[src/rtl/pc_seq_pkg.sv]
// Shared types and constants for the program-counter sequencer.
// Includes the RUN/TRAP state type, the trap cause codes and the default trap vector.
package pc_seq_pkg;

    typedef enum logic [0:0] {
        RUN  = 1'b0,
        TRAP = 1'b1
    } pc_state_e;

    localparam logic [1:0] CAUSE_NONE  = 2'd0;
    localparam logic [1:0] CAUSE_EXT   = 2'd1;
    localparam logic [1:0] CAUSE_ALIGN = 2'd2;

    localparam logic [31:0] EXC_VEC_DFLT = 32'h0000_0080;

endpackage

[src/rtl/pc_src_mux.sv]
// NUM_SRC:1 next-PC candidate selector over a flattened input bus.
// A selector value with no matching slot falls back to slot 0.
module pc_src_mux #(
    parameter int WIDTH   = 32,
    parameter int NUM_SRC = 4,
    parameter int SEL_W   = (NUM_SRC > 1) ? $clog2(NUM_SRC) : 1
) (
    input  logic [SEL_W-1:0]         sel,
    input  logic [NUM_SRC*WIDTH-1:0] src_in,
    output logic [WIDTH-1:0]         out
);

    always_comb begin
        out = src_in[0 +: WIDTH];
        for (int k = 1; k < NUM_SRC; k++) begin
            if (sel == SEL_W'(k)) begin
                out = src_in[k*WIDTH +: WIDTH];
            end
        end
    end

endmodule

[src/rtl/pc_sequencer.sv]
// Program-counter unit: owns the PC, picks the next PC, applies beq/bne write enables,
// and takes precise traps for external requests and misaligned targets.
//
// state | meaning
// RUN   | normal operation; trap requests, ERET and PC writes are evaluated
// TRAP  | one-cycle trap pulse; pc sits at EXC_VEC and all requests are ignored
module pc_sequencer
    import pc_seq_pkg::*;
#(
    parameter int               WIDTH     = 32,
    parameter int               NUM_SRC   = 4,
    parameter int               SEL_W     = (NUM_SRC > 1) ? $clog2(NUM_SRC) : 1,
    parameter logic [WIDTH-1:0] RESET_VEC = '0,
    parameter logic [WIDTH-1:0] EXC_VEC   = WIDTH'(EXC_VEC_DFLT),
    parameter int               ALIGN     = 2
) (
    input  logic                     clk,
    input  logic                     reset,
    input  logic [SEL_W-1:0]         PCSource,
    input  logic [NUM_SRC*WIDTH-1:0] src_in,
    input  logic                     PCWrite,
    input  logic                     PCWriteCond,
    input  logic                     BranchNe,
    input  logic                     Zero,
    input  logic                     ExcReq,
    input  logic                     Eret,
    output logic [WIDTH-1:0]         pc,
    output logic [WIDTH-1:0]         epc,
    output logic [WIDTH-1:0]         badaddr,
    output logic [1:0]               cause,
    output logic                     trap,
    output logic [7:0]               trap_cnt
);

    // Mask form avoids a zero-width slice when the alignment check is disabled.
    localparam logic [WIDTH-1:0] ALIGN_MASK =
        (ALIGN == 0) ? '0 : ((WIDTH'(1) << ALIGN) - WIDTH'(1));

    pc_state_e        state_q, state_d;
    logic [WIDTH-1:0] pc_q, pc_d;
    logic [WIDTH-1:0] epc_q, epc_d;
    logic [WIDTH-1:0] badaddr_q, badaddr_d;
    logic [1:0]       cause_q, cause_d;
    logic [7:0]       trap_cnt_q, trap_cnt_d;

    logic [WIDTH-1:0] next_pc;
    logic             take;
    logic             mis;
    logic [7:0]       trap_cnt_inc;

    pc_src_mux #(
        .WIDTH   (WIDTH),
        .NUM_SRC (NUM_SRC),
        .SEL_W   (SEL_W)
    ) u_src_mux (
        .sel    (PCSource),
        .src_in (src_in),
        .out    (next_pc)
    );

    assign take         = PCWrite | (PCWriteCond & (Zero ^ BranchNe));
    assign mis          = take & ((next_pc & ALIGN_MASK) != '0);
    assign trap_cnt_inc = (trap_cnt_q == 8'hFF) ? trap_cnt_q : trap_cnt_q + 8'd1;

    always_comb begin
        state_d    = state_q;
        pc_d       = pc_q;
        epc_d      = epc_q;
        badaddr_d  = badaddr_q;
        cause_d    = cause_q;
        trap_cnt_d = trap_cnt_q;
        case (state_q)
            RUN: begin
                if (ExcReq) begin
                    epc_d      = pc_q;
                    cause_d    = CAUSE_EXT;
                    pc_d       = EXC_VEC;
                    trap_cnt_d = trap_cnt_inc;
                    state_d    = TRAP;
                end else if (Eret) begin
                    pc_d    = epc_q;
                    cause_d = CAUSE_NONE;
                end else if (mis) begin
                    epc_d      = pc_q;
                    badaddr_d  = next_pc;
                    cause_d    = CAUSE_ALIGN;
                    pc_d       = EXC_VEC;
                    trap_cnt_d = trap_cnt_inc;
                    state_d    = TRAP;
                end else if (take) begin
                    pc_d = next_pc;
                end
            end
            TRAP: begin
                state_d = RUN;
            end
        endcase
    end

    always_ff @(posedge clk) begin
        if (reset) begin
            state_q    <= RUN;
            pc_q       <= RESET_VEC;
            epc_q      <= '0;
            badaddr_q  <= '0;
            cause_q    <= CAUSE_NONE;
            trap_cnt_q <= '0;
        end else begin
            state_q    <= state_d;
            pc_q       <= pc_d;
            epc_q      <= epc_d;
            badaddr_q  <= badaddr_d;
            cause_q    <= cause_d;
            trap_cnt_q <= trap_cnt_d;
        end
    end

    assign pc       = pc_q;
    assign epc      = epc_q;
    assign badaddr  = badaddr_q;
    assign cause    = cause_q;
    assign trap     = (state_q == TRAP);
    assign trap_cnt = trap_cnt_q;

endmodule

[config.mk]
export PLATFORM = sky130hd
export DESIGN_NAME = pc_sequencer
export DESIGN_NICKNAME = d
export VERILOG_FILES = /design/src/rtl/pc_seq_pkg.sv /design/src/rtl/pc_src_mux.sv /design/src/rtl/pc_sequencer.sv
export SDC_FILE = /design/constraint.sdc
export NUM_CORES = 1
export LEC_CHECK = 0
export ABC_AREA = 0
export ABC_CLOCK_PERIOD_IN_PS = 4300
export CAP_MARGIN = 20
export CORE_ASPECT_RATIO = 0.6
export CORE_MARGIN = 3
export CORE_UTILIZATION = 44
export CTS_BUF_LIST = sky130_fd_sc_hd__clkbuf_8
export CTS_CLUSTER_DIAMETER = 100
export CTS_CLUSTER_SIZE = 28
export DETAILED_ROUTE_END_ITERATION = 6
export PLACE_DENSITY = 0.86
export RECOVER_POWER = 25
export SYNTH_ARGS = -nofsm -noshare
export SYNTH_HDL_FRONTEND = slang
export SYNTH_SLANG_ARGS = --single-unit
export TNS_END_PERCENT = 1
[constraint.sdc]
create_clock -name clk -period 4.3 [get_ports clk]
set_input_delay 0.43 -clock clk [delete_from_list [all_inputs] [get_ports clk]]
set_output_delay 0.43 -clock clk [all_outputs]
set_load 0.05 [all_outputs]
==> results by stage <==
STA:
- The post-layout minimum cycle time is 3.06 ns.
- Of the available clock period, the critical path in the final layout requires 71.3%.
- The total count of max-transition violations in the final report is 0.
- The maximum achievable frequency is 326 MHz.
- Setup repair after global routing left no endpoint under its margin.
- For the pin with the worst max-slew slack, the measured transition is 1.12 ns.
- The final-report setup violation count is 0.
- Between clock sinks in the finished design, the worst skew comes to 0.0111 ns.
- The number of hold violations in the final report is 0.
- The tightest slew margin relative to the limit is 25.1%.
- The final total negative setup slack is 0 ns.

Place:
- Buffers placed on the I/O ports in this run total 244.
- The global placement routability congestion is 0.837.
- Summed over all nets, the half-perimeter wirelength after detailed placement is 12500 um.
- The cell area after placement is 7310 sq um.

Cells and area:
- The fraction of layout cells with a size suffix above 1 is 8.77%.
- Compared with the post-synthesis result, the final layout area differs by 56.2%.
- The layout has 686 filler cells.
- The number of diodes added for antenna fixing is 0.
- With fillers left out, the area of the finished cells amounts to 7510 sq um.
- The number of nets in the layout is 852.

Route:
- The detailed-route wire length is 16900 um.
- The detailed-route vias per instance is 5.70.
- Once detail routing completed, the nets flagged for antenna violations numbered 0.
- The total iterations of the first detailed-routing run is 5.
- The routed layout has 4859 vias.
- After detailed routing, the average wire length per cell comes to 19.8 um.
- The starting DRC count in detailed routing is 383.
- The count of unresolved DRC violations after routing is 0.

Synthesis:
- The number of instances in the synthesized netlist is 495.
- The register area share after synthesis is 44.6%.
- During synthesis, Yosys emitted a total of 0 warnings.
- In this run, synthesis produced a sequential element count of 107.
- The number of nets in the synthesized netlist is 634.
- The post-synthesis instance area is 4810 sq um.
- Each instance of the synthesized netlist takes up on average 9.71 sq um.
- The synthesized netlist contains 36 unique library cells.

Die:
- The core region is 10200 sq um.
- Pin placement for this block handled 245 I/O pins.
- The die outline area is 12300 sq um.
- Once the floorplan was initialized, standard cells occupied 47.0% of the core.
- In this run the core area contains 28 standard-cell rows.
- The die is 141 um wide.
- From bottom edge to top edge, the die measures 87.0 um.

Clock tree:
- In this run, post-CTS repair resized a total of 0 instances.
- The CTS buffer count is 9.
- The clock transition at the registers of the reported paths is 0.10 ns.
- The deepest clock path buffer count is 2.
- The number of sinks handled by clock tree synthesis is 107.
- The number of setup buffers added after CTS is 0.
- CTS placed an instance of clkbuf_8 at the clock tree root.
- The H-tree depth reported by CTS is 3.
- For this design, the CTS-stage hold fixing added 0 buffers.
- The CTS tree is built.
- The clock reaches the later pin of the worst-skew pair after 0.37 ns.

Worst setup path:
- Data on the critical path is required at its endpoint by 4.58 ns.
- The endpoint class of the critical path is a register.
- Of all nets on the critical path, the largest fanout is 17.
- On the critical path the largest part of the delay comes from buffers and inverters.
- The biggest cell delay along the critical path is 0.83 ns.
- For the worst setup path, the data arrival time is 3.34 ns.
- The count of buffering cells on the critical path with inverters included is 2.
- The worst setup path is launched from an input pin.
- The largest individual stage delay along the critical path comes from the cell clkdlybuf4s50_1.
- The setup path with the least slack is of type input pin to register.
- Walking the worst path, the cells encountered are clkdlybuf4s50_1, mux4_2, nor2_2, o21a_1, buf_4, a221oi_1, nor3_1.

Status:
- The run finished with clean final reports.

GRT:
- Global routing finished with a remaining overflow of 0.
- The initial antenna violation count is 1.
- Global routing used 27.0% of the available tracks across all layers.
- The via count of the first global-routing pass is 4779.
- The pin count of the biggest net entering global routing is 109.
- The first global-routing pass estimated 26000 um of wire.

Flow run:
- The number of max-cap violations is 0.

Min path:
- The class of the most critical hold timing path is register to register.

Pwr:
- The worst-case IR drop observed on VDD is 233 uV.
- The power density of the placed cells is 323 nW/um^2.
- In this run the static leakage power is 2.76 nW.
[cell usage in the layout (no fill, tap or decap), drive strengths merged, types with 4 or more instances in the layout]
cell / n
clkdlybuf4s50: 190
a21oi: 45
nor2: 67
dfxtp: 107
nand2: 67
clkbuf: 9
mux4: 32
inv: 7
o21ai: 4
buf: 10
mux2i: 32
a221oi: 29
dlygate4sd3: 52
nor3: 30
[area by class of cell]
| type | instances | area, sq um | share of cell area (%) |
|---|---|---|---|
| clock buffer | 9 | 124 | 1.65 |
| clock inverter | 7 | 70.1 | 0.933 |
| inverter | 4 | 15.0 | 0.200 |
| multi-input combinational | 339 | 2490 | 33.2 |
| sequential | 107 | 2140 | 28.5 |
| tap | 135 | 169 | 2.25 |
| timing repair buffer | 252 | 2490 | 33.2 |
[path summary, 6_finish.rpt]
kind / from / endpoint / slack [ns] / cells past startpoint
setup / recovery: PCSource[1] / pc[16] / 1.24 / 7
hold / removal: epc[0] / epc[0] / 0.48 / 2
setup reg to reg: trap / epc[17] / 2.12 / 4
hold reg to reg: epc[0] / epc[0] / 0.48 / 2
[through the flow]
step	worst slack [ns]	hold slack, ns	cells	utilization [%]	power [mW]
2_1_floorplan	2.09	0.648	495	-	1.53
3_3_place_gp	1.03	0.453	837	71.5	1.82
3_5_place_dp	0.851	0.465	837	71.5	1.84
4_1_cts	1.25	0.479	853	73.4	2.45
5_1_grt	1.03	0.497	853	73.4	2.52
6_report	1.24	0.477	853	73.4	2.43
[cells by family after synthesis]
logic type / count (synthesis) / share of synthesized area [%]
xor gates and xnor gates: 1 / 0.182
DFF: 107 / 44.6
buffers and inverters: 49 / 4.24
adders and majority gates: 1 / 0.260
muxes: 65 / 21.9
and+or+nand+nor: 184 / 16.5
AOI/OAI and AO/OA: 88 / 12.3
[cells in the mapped netlist]
cell type  count  area (sq um)
mux2_2         1          11.3
a21o_1         1          7.51
nor4b_1        2          17.5
dfxtp_1      107          2140
o41a_1         1          11.3
xor2_1         1          8.76
buf_4          2          15.0
and3_1         3          18.8
mux2i_1       32           320
buf_2         10          50.1
nor3_1        30           150
nand2_1       67           251
nor2b_1        2          12.5
inv_1          4          15.0
o21a_1         1          7.51
ha_1           1          12.5
nand2b_1       1          6.26
o21ai_0        4          20.0
or3_1          2          12.5
clkbuf_1      32           120
o41ai_2        1          16.3
or4_1          3          22.5
o41ai_1        1          8.76
mux4_2        32           721
nor2_2         1          6.26
nor4_1         1          6.26
a221oi_1      29           254
o31ai_1        3          22.5
a21oi_1       45           225
a221o_1        1          10.0
buf_1          1          3.75
nand3b_1       1          7.51
a41oi_1        1          8.76
nand3_1        3          15.0
nor2_1        66           248
nor4bb_1       2          20.0
[tightest hold or removal path, delay by kind of cell, from the launching register on]
family          cells  cell delay (ns)
compound gates      1             0.05
flops               1             0.33
simple gates        1             0.06
[registers in the layout, summed over array words and instances (netlist names)]
signal / cells
pc: 32
trap: 1
trap_cnt: 8
badaddr: 32
epc: 32
cause: 2
[routing by layer]
layer | part of all wire [%] | global-route usage [%]
met1 | 40 | 34.8
met2 | 49 | 44.3
met3 | 10 | 8.72
met4 | 1.5 | 7.12
met5 | 0.077 | 0
[report_power, final]
part / internal, mW / switching, mW
logic: 0.305 / 0.416
clock network: 0.269 / 0.346
registers: 1.05 / 0.0440
Power figures use the tool's default switching activity.
